### config.mk
export PLATFORM = sky130hd
export DESIGN_NAME = ps2_dev_tx
export DESIGN_NICKNAME = d
export VERILOG_FILES = /design/src/rtl/ps2_dev_pkg.sv /design/src/rtl/ps2_dev_fifo.sv /design/src/rtl/ps2_dev_tx.sv
export SDC_FILE = /design/constraint.sdc
export NUM_CORES = 1
export LEC_CHECK = 0
export ABC_AREA = 1
export CAP_MARGIN = 30
export CORE_MARGIN = 2
export CORE_UTILIZATION = 27
export DETAILED_ROUTE_END_ITERATION = 16
export SYNTH_ARGS = -nofsm -noshare
export SYNTH_HDL_FRONTEND = slang
export SYNTH_SLANG_ARGS = --single-unit
### constraint.sdc
create_clock -name clk_i -period 4 [get_ports clk_i]
set_input_delay 0.6 -clock clk_i [delete_from_list [all_inputs] [get_ports clk_i]]
set_output_delay 0.6 -clock clk_i [all_outputs]
set_load 0.02 [all_outputs]
### src/rtl/ps2_dev_pkg.sv
// =============================================================================
// ps2_dev_pkg : shared types and helpers for the PS/2 device-side transmitter
// Revision    : 1.0
// =============================================================================
`default_nettype none

package ps2_dev_pkg;

    localparam int FRAME_BITS = 11;

    typedef enum logic [2:0] {
        ST_IDLE    = 3'd0,
        ST_BIT_HI  = 3'd1,
        ST_BIT_LO  = 3'd2,
        ST_GAP     = 3'd3,
        ST_INHIBIT = 3'd4
    } ps2_dev_state_e;

    function automatic logic odd_par(input logic [7:0] b);
        return ~^b;
    endfunction

    // Bit 0 goes on the wire first: start, data LSB-first, parity, stop.
    function automatic logic [FRAME_BITS-1:0] build_frame(input logic [7:0] b, input logic par);
        return {1'b1, par, b, 1'b0};
    endfunction

endpackage

`default_nettype wire

### src/rtl/ps2_dev_fifo.sv
// =============================================================================
// ps2_dev_fifo : synchronous byte FIFO; push while full is dropped
// Revision     : 1.0
// =============================================================================
`default_nettype none

module ps2_dev_fifo
    import ps2_dev_pkg::*;
#(
    parameter int DEPTH = 8,
    parameter int WIDTH = 8
) (
    input  logic                           clk_i,
    input  logic                           rst_i,
    input  logic                           push_i,
    input  logic [WIDTH-1:0]               data_i,
    input  logic                           pop_i,
    output logic [WIDTH-1:0]               head_o,
    output logic                           full_o,
    output logic                           empty_o,
    output logic [$clog2(DEPTH+1)-1:0]     level_o
);

    localparam int AW = $clog2(DEPTH);
    localparam int LW = $clog2(DEPTH + 1);

    logic [WIDTH-1:0] mem_q [DEPTH];
    logic [AW-1:0]    wr_ptr_q;
    logic [AW-1:0]    rd_ptr_q;
    logic [LW-1:0]    count_q;
    logic             w_push;
    logic             w_pop;

    assign full_o  = (count_q == LW'(DEPTH));
    assign empty_o = (count_q == '0);
    assign level_o = count_q;
    assign head_o  = mem_q[rd_ptr_q];

    assign w_push = push_i && !full_o;
    assign w_pop  = pop_i && !empty_o;

    always_ff @(posedge clk_i) begin
        if (w_push) begin
            mem_q[wr_ptr_q] <= data_i;
        end
    end

    // Pointers are AW bits wide, so wrap modulo DEPTH comes for free.
    always_ff @(posedge clk_i) begin
        if (rst_i) begin
            wr_ptr_q <= '0;
            rd_ptr_q <= '0;
            count_q  <= '0;
        end else begin
            if (w_push) begin
                wr_ptr_q <= wr_ptr_q + 1'b1;
            end
            if (w_pop) begin
                rd_ptr_q <= rd_ptr_q + 1'b1;
            end
            case ({w_push, w_pop})
                2'b10:   count_q <= count_q + 1'b1;
                2'b01:   count_q <= count_q - 1'b1;
                default: count_q <= count_q;
            endcase
        end
    end

endmodule

`default_nettype wire

### src/rtl/ps2_dev_tx.sv
// =============================================================================
// ps2_dev_tx : PS/2 device transmitter with FIFO, host-inhibit abort/retry.
//              Optional parity error injection: PS2_DEV_TX_ERRINJ_EN.
// Revision   : 1.0
// =============================================================================
`default_nettype none

module ps2_dev_tx
    import ps2_dev_pkg::*;
#(
    parameter int FIFO_DEPTH  = 8,
    parameter int HALF_CYC    = 30,
    parameter int GAP_CYC     = 60,
    parameter int SYNC_STAGES = 2
) (
    input  logic                              clk_i,
    input  logic                              rst_i,
    input  logic                              wr_valid_i,
    output logic                              wr_ready_o,
    input  logic [7:0]                        wr_data_i,
`ifdef PS2_DEV_TX_ERRINJ_EN
    input  logic                              errinj_i,
`endif
    input  logic                              ps2_clk_i,
    output logic                              ps2_clk_o,
    output logic                              ps2_dat_o,
    output logic                              busy_o,
    output logic [$clog2(FIFO_DEPTH+1)-1:0]   level_o,
    output logic                              abort_o
);

    localparam int HCNT_W = $clog2(HALF_CYC);
    localparam int GCNT_W = $clog2(GAP_CYC + 1);
    localparam logic [HCNT_W-1:0] HALF_LAST = HCNT_W'(HALF_CYC - 1);
    localparam logic [GCNT_W-1:0] GAP_LAST  = GCNT_W'(GAP_CYC - 1);
    localparam logic [3:0]        LAST_IDX  = 4'(FRAME_BITS - 1);

    ps2_dev_state_e          state_q;
    logic [SYNC_STAGES-1:0]  sync_q;
    logic [HCNT_W-1:0]       hcnt_q;
    logic [GCNT_W-1:0]       gcnt_q;
    logic [3:0]              idx_q;
    logic [FRAME_BITS-1:0]   frame_q;
    logic                    clk_q;
    logic                    dat_q;
    logic                    abort_q;

    logic                    w_clk_s;
    logic                    w_empty;
    logic                    w_full;
    logic [7:0]              w_head;
    logic                    w_par;
    logic                    w_half_done;
    logic                    w_inhibit;
    logic                    w_pop;

    ps2_dev_fifo #(
        .DEPTH   (FIFO_DEPTH),
        .WIDTH   (8)
    ) u_fifo (
        .clk_i   (clk_i),
        .rst_i   (rst_i),
        .push_i  (wr_valid_i),
        .data_i  (wr_data_i),
        .pop_i   (w_pop),
        .head_o  (w_head),
        .full_o  (w_full),
        .empty_o (w_empty),
        .level_o (level_o)
    );

    always_ff @(posedge clk_i) begin
        if (rst_i) begin
            sync_q <= '1;
        end else begin
            sync_q <= {sync_q[SYNC_STAGES-2:0], ps2_clk_i};
        end
    end

    assign w_clk_s = sync_q[SYNC_STAGES-1];

`ifdef PS2_DEV_TX_ERRINJ_EN
    assign w_par = odd_par(w_head) ^ errinj_i;
`else
    assign w_par = odd_par(w_head);
`endif

    // Host inhibit only counts while our own clock output is released high.
    assign w_inhibit   = !w_clk_s && clk_q;
    assign w_half_done = (hcnt_q == HALF_LAST);
    assign w_pop       = (state_q == ST_BIT_LO) && w_half_done && (idx_q == LAST_IDX);

    assign wr_ready_o = !w_full;
    assign busy_o     = (state_q != ST_IDLE);
    assign ps2_clk_o  = clk_q;
    assign ps2_dat_o  = dat_q;
    assign abort_o    = abort_q;

    always_ff @(posedge clk_i) begin
        if (rst_i) begin
            state_q <= ST_IDLE;
            hcnt_q  <= '0;
            gcnt_q  <= '0;
            idx_q   <= '0;
            frame_q <= '1;
            clk_q   <= 1'b1;
            dat_q   <= 1'b1;
            abort_q <= 1'b0;
        end else begin
            abort_q <= 1'b0;
            case (state_q)
                ST_IDLE: begin
                    clk_q <= 1'b1;
                    dat_q <= 1'b1;
                    if (!w_empty && w_clk_s) begin
                        frame_q <= build_frame(w_head, w_par);
                        idx_q   <= '0;
                        hcnt_q  <= '0;
                        state_q <= ST_BIT_HI;
                    end
                end
                ST_BIT_HI: begin
                    if (w_inhibit) begin
                        clk_q   <= 1'b1;
                        dat_q   <= 1'b1;
                        abort_q <= 1'b1;
                        hcnt_q  <= '0;
                        state_q <= ST_INHIBIT;
                    end else begin
                        clk_q <= 1'b1;
                        dat_q <= frame_q[idx_q];
                        if (w_half_done) begin
                            hcnt_q  <= '0;
                            state_q <= ST_BIT_LO;
                        end else begin
                            hcnt_q <= hcnt_q + 1'b1;
                        end
                    end
                end
                ST_BIT_LO: begin
                    clk_q <= 1'b0;
                    if (w_half_done) begin
                        hcnt_q <= '0;
                        if (idx_q == LAST_IDX) begin
                            gcnt_q  <= '0;
                            state_q <= ST_GAP;
                        end else begin
                            idx_q   <= idx_q + 4'd1;
                            state_q <= ST_BIT_HI;
                        end
                    end else begin
                        hcnt_q <= hcnt_q + 1'b1;
                    end
                end
                ST_GAP: begin
                    clk_q <= 1'b1;
                    dat_q <= 1'b1;
                    if (gcnt_q == GAP_LAST) begin
                        state_q <= ST_IDLE;
                    end else begin
                        gcnt_q <= gcnt_q + 1'b1;
                    end
                end
                ST_INHIBIT: begin
                    clk_q <= 1'b1;
                    dat_q <= 1'b1;
                    if (w_clk_s) begin
                        gcnt_q  <= '0;
                        state_q <= ST_GAP;
                    end
                end
                default: begin
                    clk_q   <= 1'b1;
                    dat_q   <= 1'b1;
                    state_q <= ST_IDLE;
                end
            endcase
        end
    end

endmodule

`default_nettype wire

-- Word-level counts from Yosys, hierarchy flattened
Memories as Yosys holds them, arrays and structs flattened. A register that Yosys moved wholly into a read port is not among the register bits.
Cells that the tools add are included.
- bits in registers: 43
- memory bits (writable): 64
- input port bits: 12
- memories: 1
- add/sub/neg operators: 7
- order comparisons: 1
- eq/ne operators: 18
- multiplexer cells: 32
- bitwise gates (word level): 1
- reduce and logical (&&, ||, !) cells: 23
- memories (memory ; words ; width ; read ports ; clocked after Yosys merged registers in ; write ports ; line ; text):
    u_fifo.mem_q ; 8 ; 8 ; 1 ; 1 ; 1 ; ps2_dev_fifo.sv:27 ; logic [WIDTH-1:0] mem_q [DEPTH];
- operators by type and width (kind ; count):
    two-way mux 3 bit ; 8
    two-way mux 6 bit ; 4
    case mux 6 bit (3 select lines) ; 1
    case mux 4 bit (2 select lines) ; 2
    two-way mux 5 bit ; 3
    case mux 3 bit (5 select lines) ; 1
    case mux 5 bit (3 select lines) ; 1
    two-way mux 4 bit ; 3
    inequality test 2 bit (second input constant) ; 6
    AND reduction 5 bit ; 2
    nonzero test 3 bit ; 3
    adder 4 x 1 -> 4 bit (second input constant) ; 2
    == test 4 bit (second input constant) ; 2
    XNOR reduction 8 bit ; 1
    adder 3 x 1 -> 3 bit (second input constant) ; 2
    adder 6 x 1 -> 6 bit (second input constant) ; 1
    == test 3 x 2 -> 1 bit (second input constant) ; 2
    == test 6 bit (second input constant) ; 1
    logical AND 1 bit ; 6
    two-way mux 1 bit ; 6
    adder 5 x 1 -> 5 bit (second input constant) ; 1
    == test 5 bit (second input constant) ; 1
    < comparator 4 x 5 -> 1 bit (second input constant) ; 1
    binary-select mux 1 bit (select 4 bit) ; 1
    17 further kinds ; 21

-- Logic depth before layout (Yosys ltp)
Gate-level depths: netlist of run 1.
- depth after elaboration: 6
- mapped depth: 17
- gate-level depth less buffers: 15

-- Cells and area by module
From an unflattened synthesis of run 1, not the netlist that was laid out.
- cells, all modules: 545
- area, all modules: 5084.9 µm²
- modules (own cells, without submodules) (module ; instances ; cells each ; area an instance (µm²) ; sequential area each (µm²)):
    ps2_dev_fifo ; 1 ; 276 ; 3218.1 ; 2182.1
    ps2_dev_tx ; 1 ; 269 ; 1866.8 ; 660.6

-- Worst setup path before layout of run 1
Ideal clock, no wire load.
- kind: flip-flop to flip-flop
- start: register idx_q[0]
- end: register u_fifo.count_q[3], in the netlist u_fifo.level_o[3]
- library setup time: 122 ps
- arrival: 2163 ps
- required time: 3878 ps
- path slack: 1714 ps
- cell stages (with the launch flop): 15
- clock period less this slack: 2286 ps
- cells stage by stage: dfxtp_1 > clkbuf_1 > inv_1 > ha_1 > inv_1 > nor3_1 > nand3_1 > inv_2 > ha_1 > xor2_1 > nand3_1 > a21oi_1 > o21ai_0 > o21ai_0 > a21oi_1
- word-level cells in the longest chain between the ends: 5
- elaborated cells on any way between the ends: 7
- ends and longest elaborated chain (what ; line ; text):
    from (decl) ; ps2_dev_tx.sv:42 ; logic [3:0] idx_q;
    from (signal assigned) ; ps2_dev_tx.sv:148 ; idx_q <= idx_q + 4'd1;
    == test 4 bit * ; ps2_dev_tx.sv:91 ; assign w_pop = (state_q == ST_BIT_LO) && w_half_done && (idx_q == LAST_IDX);
    logical AND 1 bit * ; ps2_dev_tx.sv:91 ;
    logical AND 1 bit * ; ps2_dev_fifo.sv:40 ; assign w_pop = pop_i && !empty_o;
    net u_fifo.w_pop ; ps2_dev_fifo.sv:32 ; logic w_pop;
    == test 2 x 1 -> 1 bit or == test 2 bit (tied branches) ; ps2_dev_fifo.sv:61 ; case ({w_push, w_pop})
    case mux 4 bit (2 select lines) or nonzero test 2 bit (tied branches) ; -- ;
    to (signal assigned) ; ps2_dev_fifo.sv:62 ; 2'b10: count_q <= count_q + 1'b1;
    to (signal assigned) ; ps2_dev_fifo.sv:63 ; 2'b01: count_q <= count_q - 1'b1;
    to (signal assigned) ; ps2_dev_fifo.sv:64 ; default: count_q <= count_q;
    to (decl) ; ps2_dev_fifo.sv:30 ; logic [LW-1:0] count_q;
Mark *: on every way through the listed nets, which the timed path passes. The rest lies on a longest branch.
A chain may end at the register's enable or synchronous reset.

-- Worst setup path in the final report of run 1
Ends and elaborated chain as after synthesis.

==> results_dict.tcl, run 1 <==
set metrics [dict create \
    max_freq_mhz 402.4 \
    timing.max_slew.rel_slack_pct 51.98 \
    final_wirelength_um 11250 \
    drtAntennaViolNets 0 \
    dp_hpwl_um 7955 \
    fp.dieW_um 143.5 \
    maxCapViolCount 0 \
    buffer_ports.inserted 20 \
    area_delta_synth_final_pct 13.99 \
    remaining_drcs 0 \
    final_net_count 663 \
    outcome "complete, no violations" \
    cp_cell_sequence "inv_1 > ha_1 > inv_1 > nor3_1 > nand3_1 > inv_2 > ha_1 > xor2_1 > nand3_1 > a21oi_1 > o21ai_0 > o21ai_0 > a21oi_1" \
    drive_gt1_share_pct 6.502 \
    grt_max_degree 34 \
    synth.net_count 649 \
    ys_seq_elements 110 \
    worst_path_max_delay_cell "sky130_fd_sc_hd__dfxtp_1" \
    hold_depth 1 \
    antenna_cells 0 \
    critPathKind "reg -> reg" \
    place.detailed.instances 895 \
    worst_slew_pin_tran_ns 0.7176 \
    globalRouteOverflowTotal 0 \
    pre_cts_ws_ns 1.426 \
    worst_r2r_endpoint "u_fifo.level_o[3]" \
    design.core.area_um2 19270 \
    critPathRequiredTime_ns 4.25 \
    finalHoldViolCount 0 \
    final_cell_count_no_fill 911 \
    cp-end-kind "flip-flop" \
    route.detailed.wl_per_inst_um 12.35 \
    total_leakage_power_nw 2.549 \
    yosys_most_used_dff "sky130_fd_sc_hd__edfxtp_1" \
    die_area_um2 20610 \
    postSynth.asyncResetShare_pct 0 \
    final.hold.worst_slack_ns 0.4080 \
    last_weighted_congestion_value_of_the_routability_driven_placer 0.7986 \
    worst-r2r-setup-slack_ns 1.51 \
    power.ir.vdd_worst_mv 0.2020 \
    report.final.setup_viol 0 \
    clock_tree.root_cell "sky130_fd_sc_hd__clkbuf_16" \
    clkLatencyLatePin_ns 0.36 \
    placed_area_um2 5698 \
    worst_setup_hold_path_clk_slew_ns 0.07 \
    yosysSeqAreaShare_pct 54.07 \
    synth.distinct_cells 42 \
    cts_tree "done" \
    timing.critical_path.arrival_ns 2.73 \
    clock_skew_ns 0.007604 \
    fin_setup_tns_ns 0 \
    detail_route.vias_per_cell 4.341 \
    cts_setup_buffers 0 \
    starting_density_of_the_core_pct 27.28 \
    grt_util_all_layers_pct 11.71 \
    initialDrtViolationCount 227 \
    regToRegStartpoint "idx_q[0]" \
    clock_sink_count 110 \
    critPathLaunchType "flip-flop" \
    fin_total_pwr_mw 2.768 \
    pwr_density_cell_nw_per_um2 461.8 \
    grt_first_pass_wirelength_um 18330 \
    final_max_slew_viol_count 0 \
    cts-htree-levels 3 \
    placement_rows 51 \
    final_worst_path_period_share_pct 62.13 \
    vias_in_the_first_global_route 3650 \
    final_area_um2 5993 \
    mappedNetlistArea_um2 5258 \
    min_period_ns 2.485 \
    ff2ff_path_depth 13 \
    syn_avg_cell_area_um2 8.385 \
    die_height_um 143.5 \
    worstPathMaxFanout 10 \
    numCtsBuffers 9 \
    hold_start "sync_q[0]" \
    holdPathEnd "sync_q[1]" \
    synth_edf_count 64 \
    worst_slack_ns 1.515 \
    post_cts_resized 0 \
    io-pin-count 21 \
    drt-pass1-iter-count 4 \
    syn_inst 627 \
    cts.path.max_buffers 2 \
    class_of_the_tightest_hold_or_removal_check "reg -> reg" \
    yosysWarningCount 0 \
    filler_cell_count 2036 \
    setup_repair_after_global_routing_missed_its_margin "false" \
    cp_slowest_stage_delay_ns 0.39 \
    ctsHoldBuffers 0 \
    post-route-util_pct 31.10 \
    antenna_violations_before_repair 0 \
    via_count 3955 \
]
[critical path, delay by kind of cell, from the launching register on]
kind	cells	cell delay, ns
fa+ha+maj	2	0.39
simple gates	3	0.54
xor+xnor	1	0.23
buf+inv	3	0.36
compound gates	4	0.47
flops	1	0.39
[layer usage]
metal	track usage [%]	vias up	share of wire, %
met2	17.42	74	45
met4	5.728	0	3.0
met5	0	-	0
li1	-	2033	-
met1	15.73	1823	49
met3	3.132	25	3.8
[flip-flops by register name, indices dropped and copies added (netlist names), named ones only]
name / count
u_fifo.wr_ptr_q: 3
hcnt_q: 5
u_fifo.mem_q: 64
ps2_clk_o: 1
gcnt_q: 6
u_fifo.level_o: 4
abort_o: 1
sync_q: 2
idx_q: 4
state_q: 3
frame_q: 10
u_fifo.rd_ptr_q: 3
ps2_dat_o: 1
[Yosys cell counts (all sizes together), types with 2 or more instances]
library cell | instances | area (um2)
a211oi | 3 | 22.52
a21oi | 24 | 120.1
a31oi | 8 | 50.05
buf | 15 | 91.33
clkbuf | 4 | 15.01
dfxtp | 46 | 920.9
edfxtp | 64 | 1922
ha | 10 | 125.1
inv | 101 | 381.6
nand2 | 194 | 733.2
nand3 | 56 | 292.8
nand4 | 2 | 12.51
nor2 | 46 | 185.2
nor3 | 11 | 81.33
nor3b | 3 | 37.54
o21a | 2 | 15.01
o21ai | 21 | 123.9
or2 | 3 | 18.77
xor2 | 5 | 43.79
[worst max-delay path by stage]
| stage | end | start |
|---|---|---|
| floorplan | u_fifo.level_o[3] | idx_q[0] |
| global placement | frame_q[3] | rst_i |
| detailed placement | frame_q[2] | rst_i |
| CTS | u_fifo.level_o[3] | idx_q[0] |
| global route | u_fifo.level_o[3] | idx_q[0] |
| finish | u_fifo.level_o[3] | idx_q[0] |
[cells in the final DEF (no fill, tap or decap), drive strengths merged, types with 2 or more instances in the layout]
master / count
inv: 104
nor2: 46
o21ai: 21
xor2: 5
a211oi: 3
nor3: 11
dfxtp: 46
clkdlybuf4s50: 20
buf: 2
ha: 10
clkinv: 3
nand4: 2
a21oi: 24
a31oi: 8
nor3b: 3
or2: 3
edfxtp: 64
o21a: 2
nand3: 56
nand2: 194
clkbuf: 10
[kinds of logic (layout without fill, tap and decap cells)]
family                     count (synthesis)  after routing  synth area share, %
adders and majority gates                 10             10                2.380
and+or+nand+nor                          317            317                26.13
DFF                                      110            110                54.07
AOI/OAI and AO/OA                         63             63                7.069
xor gates and xnor gates                   6              6               0.9995
buffers and inverters                    121            140                9.352
[where the power goes]
group	total, mW	internal (mW)	switching (mW)
Combinational	0.515	0.180	0.335
Clock	0.904	0.491	0.413
Sequential	1.35	1.28	0.0686
Total	2.77	1.95	0.817
[layout make-up]
cell class	count	area (um2)	area share (%)
inverter	102	385.4	6.430
tap	265	331.6	5.532
clock inverter	6	66.31	1.106
clock buffer	10	229.0	3.820
multi-input combinational	396	1923	32.09
sequential	110	2843	47.43
timing repair buffer	22	215.2	3.591
Note: power is estimated with default switching activity, not from simulation.
==> inputs of run 2 (changes only) <==
Clock period 4 ns to 2.45 ns, I/O delays scaled along.
==> run 2 against run 1 <==
  * Fmax increased by 15%
  * Sequential cell count unchanged
  * Cell area increased by 2.7%
  * Critical endpoint unchanged
  * Highest routed layer unchanged
==> results_dict.tcl, run 2 (synthesis results as in run 1) <==
set metrics [dict create \
    outcome "complete, no violations" \
    top_usage_layer "met2" \
    mostFrequentLayoutCells "sky130_fd_sc_hd__nand2_1 (192), sky130_fd_sc_hd__inv_1 (92), sky130_fd_sc_hd__edfxtp_1 (64)" \
    timing.max_slew.rel_slack_pct 64.86 \
    final_max_slew_viol_count 0 \
    filler_cell_count 2058 \
    finalHoldViolCount 0 \
    cts.path.max_buffers 2 \
    final.hold.worst_slack_ns 0.4120 \
    route.detailed.wl_per_inst_um 11.42 \
    critPathRequiredTime_ns 2.70 \
    detail_route.vias_per_cell 4.220 \
    pre_cts_ws_ns 0.1557 \
    grt.met1_usage_pct 14.23 \
    placed_area_um2 5818 \
    mostFrequentLayoutCell "sky130_fd_sc_hd__nand2_1" \
    fin_setup_tns_ns 0 \
    worst_slack_ns 0.2828 \
    worst_path_max_delay_cell "sky130_fd_sc_hd__dfxtp_1" \
    pwr_density_cell_nw_per_um2 748.6 \
    grt_max_degree 33 \
    via_count 3912 \
    max_freq_mhz 461.4 \
    cts_setup_buffers 0 \
    post_cts_resized 0 \
    globalRouteOverflowTotal 0 \
    report.final.setup_viol 0 \
    cp_top_family "simple AND/OR/NAND/NOR gates" \
    largest_registers "u_fifo.mem_q: 64 flops, frame_q: 10 flops, gcnt_q: 6 flops" \
    maxCapViolCount 0 \
    min_period_ns 2.167 \
    final_worst_path_period_share_pct 88.46 \
    final_area_um2 6153 \
    cp.depth 12 \
    timing.critical_path.arrival_ns 2.42 \
    final_cell_count_no_fill 927 \
    power.ir.vdd_worst_mv 0.3415 \
    largest_register_ffs 64 \
    cp_cell_sequence "nor2_4 > nand2_2 > nor3_2 > nand3_1 > inv_2 > ha_2 > xor2_1 > nand3_1 > a21oi_1 > o21ai_0 > o21ai_0 > a21oi_1" \
    cp.buffers_inverters 1 \
    ff2ff_path_depth 12 \
    placement_rows 51 \
    remaining_drcs 0 \
    worst_setup_hold_path_clk_slew_ns 0.07 \
    setup_repair_after_global_routing_missed_its_margin "false" \
    grt_first_pass_wirelength_um 17640 \
    gr_layer_usage_met3_pct 2.699 \
    hold_depth 1 \
    final_net_count 679 \
    final_wirelength_um 10580 \
    last_weighted_congestion_value_of_the_routability_driven_placer 0.7891 \
    dp_hpwl_um 7390 \
    drt-pass1-iter-count 4 \
    critPathLaunchType "flip-flop" \
    drive_gt1_share_pct 9.668 \
    vias_in_the_first_global_route 3566 \
    cp_slowest_stage_delay_ns 0.39 \
    worst_slew_pin_tran_ns 0.5265 \
    place.detailed.instances 911 \
    cp-end-kind "flip-flop" \
    numCtsBuffers 9 \
    area_delta_synth_final_pct 17.04 \
    grt_util_met2_pct 17.97 \
    initialDrtViolationCount 209 \
    clock_tree.root_cell "sky130_fd_sc_hd__clkbuf_16" \
    total_leakage_power_nw 2.646 \
    antenna_cells 0 \
    drtAntennaViolNets 0 \
    worstPathMaxFanout 7 \
    clkLatencyLatePin_ns 0.36 \
    clock_skew_ns 0.007211 \
    antenna_violations_before_repair 0 \
    cts_tree "done" \
    die_height_um 143.5 \
    largest_register "u_fifo.mem_q" \
    die_area_um2 20610 \
    critPathKind "reg -> reg" \
    class_of_the_tightest_hold_or_removal_check "reg -> reg" \
    clock_sink_count 110 \
    starting_density_of_the_core_pct 27.28 \
    ctsHoldBuffers 0 \
    cts-htree-levels 3 \
    buffer_ports.inserted 20 \
    fp.dieW_um 143.5 \
    design.core.area_um2 19270 \
    io-pin-count 21 \
    grt_util_all_layers_pct 11.15 \
]
run 2: final cells by class:
class,instances,area (um2),area share [%]
flip-flops and latches,110,2843,46.20
clock inverters,5,51.30,0.8337
well taps,265,331.6,5.388
inverters,102,385.4,6.263
clock buffers,11,264.0,4.290
repair buffers,38,335.3,5.449
multi-input cells,396,1943,31.58
run 2: power breakdown:
group / total, mW / leakage (nW) / internal, mW / switching [mW]
clock network: 1.52 / 0.158 / 0.841 / 0.675
logic: 0.909 / 1.53 / 0.330 / 0.579
registers: 2.18 / 0.957 / 2.09 / 0.0927
total: 4.61 / 2.65 / 3.26 / 1.35
run 2: layer usage:
layer,part of all wire (%),up-vias
met5,0,-
met4,2.0,0
li1,-,2065
met3,2.4,16
met1,48,1790
met2,48,41
run 2: final timing paths:
kind	start	endpoint	slack, ns
max	state_q[2]	u_fifo.level_o[3]	0.28
min	sync_q[0]	sync_q[1]	0.41
max reg2reg	state_q[2]	u_fifo.level_o[3]	0.28
min reg2reg	sync_q[0]	sync_q[1]	0.41
run 2: worst register-to-register path: stages (launching register included):
cell,delay [ns]
sky130_fd_sc_hd__dfxtp_1,0.39
sky130_fd_sc_hd__nor2_4,0.14
sky130_fd_sc_hd__nand2_2,0.11
sky130_fd_sc_hd__nor3_2,0.16
sky130_fd_sc_hd__nand3_1,0.13
sky130_fd_sc_hd__inv_2,0.13
sky130_fd_sc_hd__ha_2,0.23
sky130_fd_sc_hd__xor2_1,0.20
sky130_fd_sc_hd__nand3_1,0.11
sky130_fd_sc_hd__a21oi_1,0.13
sky130_fd_sc_hd__o21ai_0,0.11
sky130_fd_sc_hd__o21ai_0,0.16
sky130_fd_sc_hd__a21oi_1,0.05
run 2: through the flow:
stage	power, mW	util (%)
2_1_floorplan	2.861	-
3_3_place_gp	3.128	30.19
3_5_place_dp	3.127	30.19
4_1_cts	4.651	31.83
5_1_grt	4.873	31.93
6_report	4.606	31.93
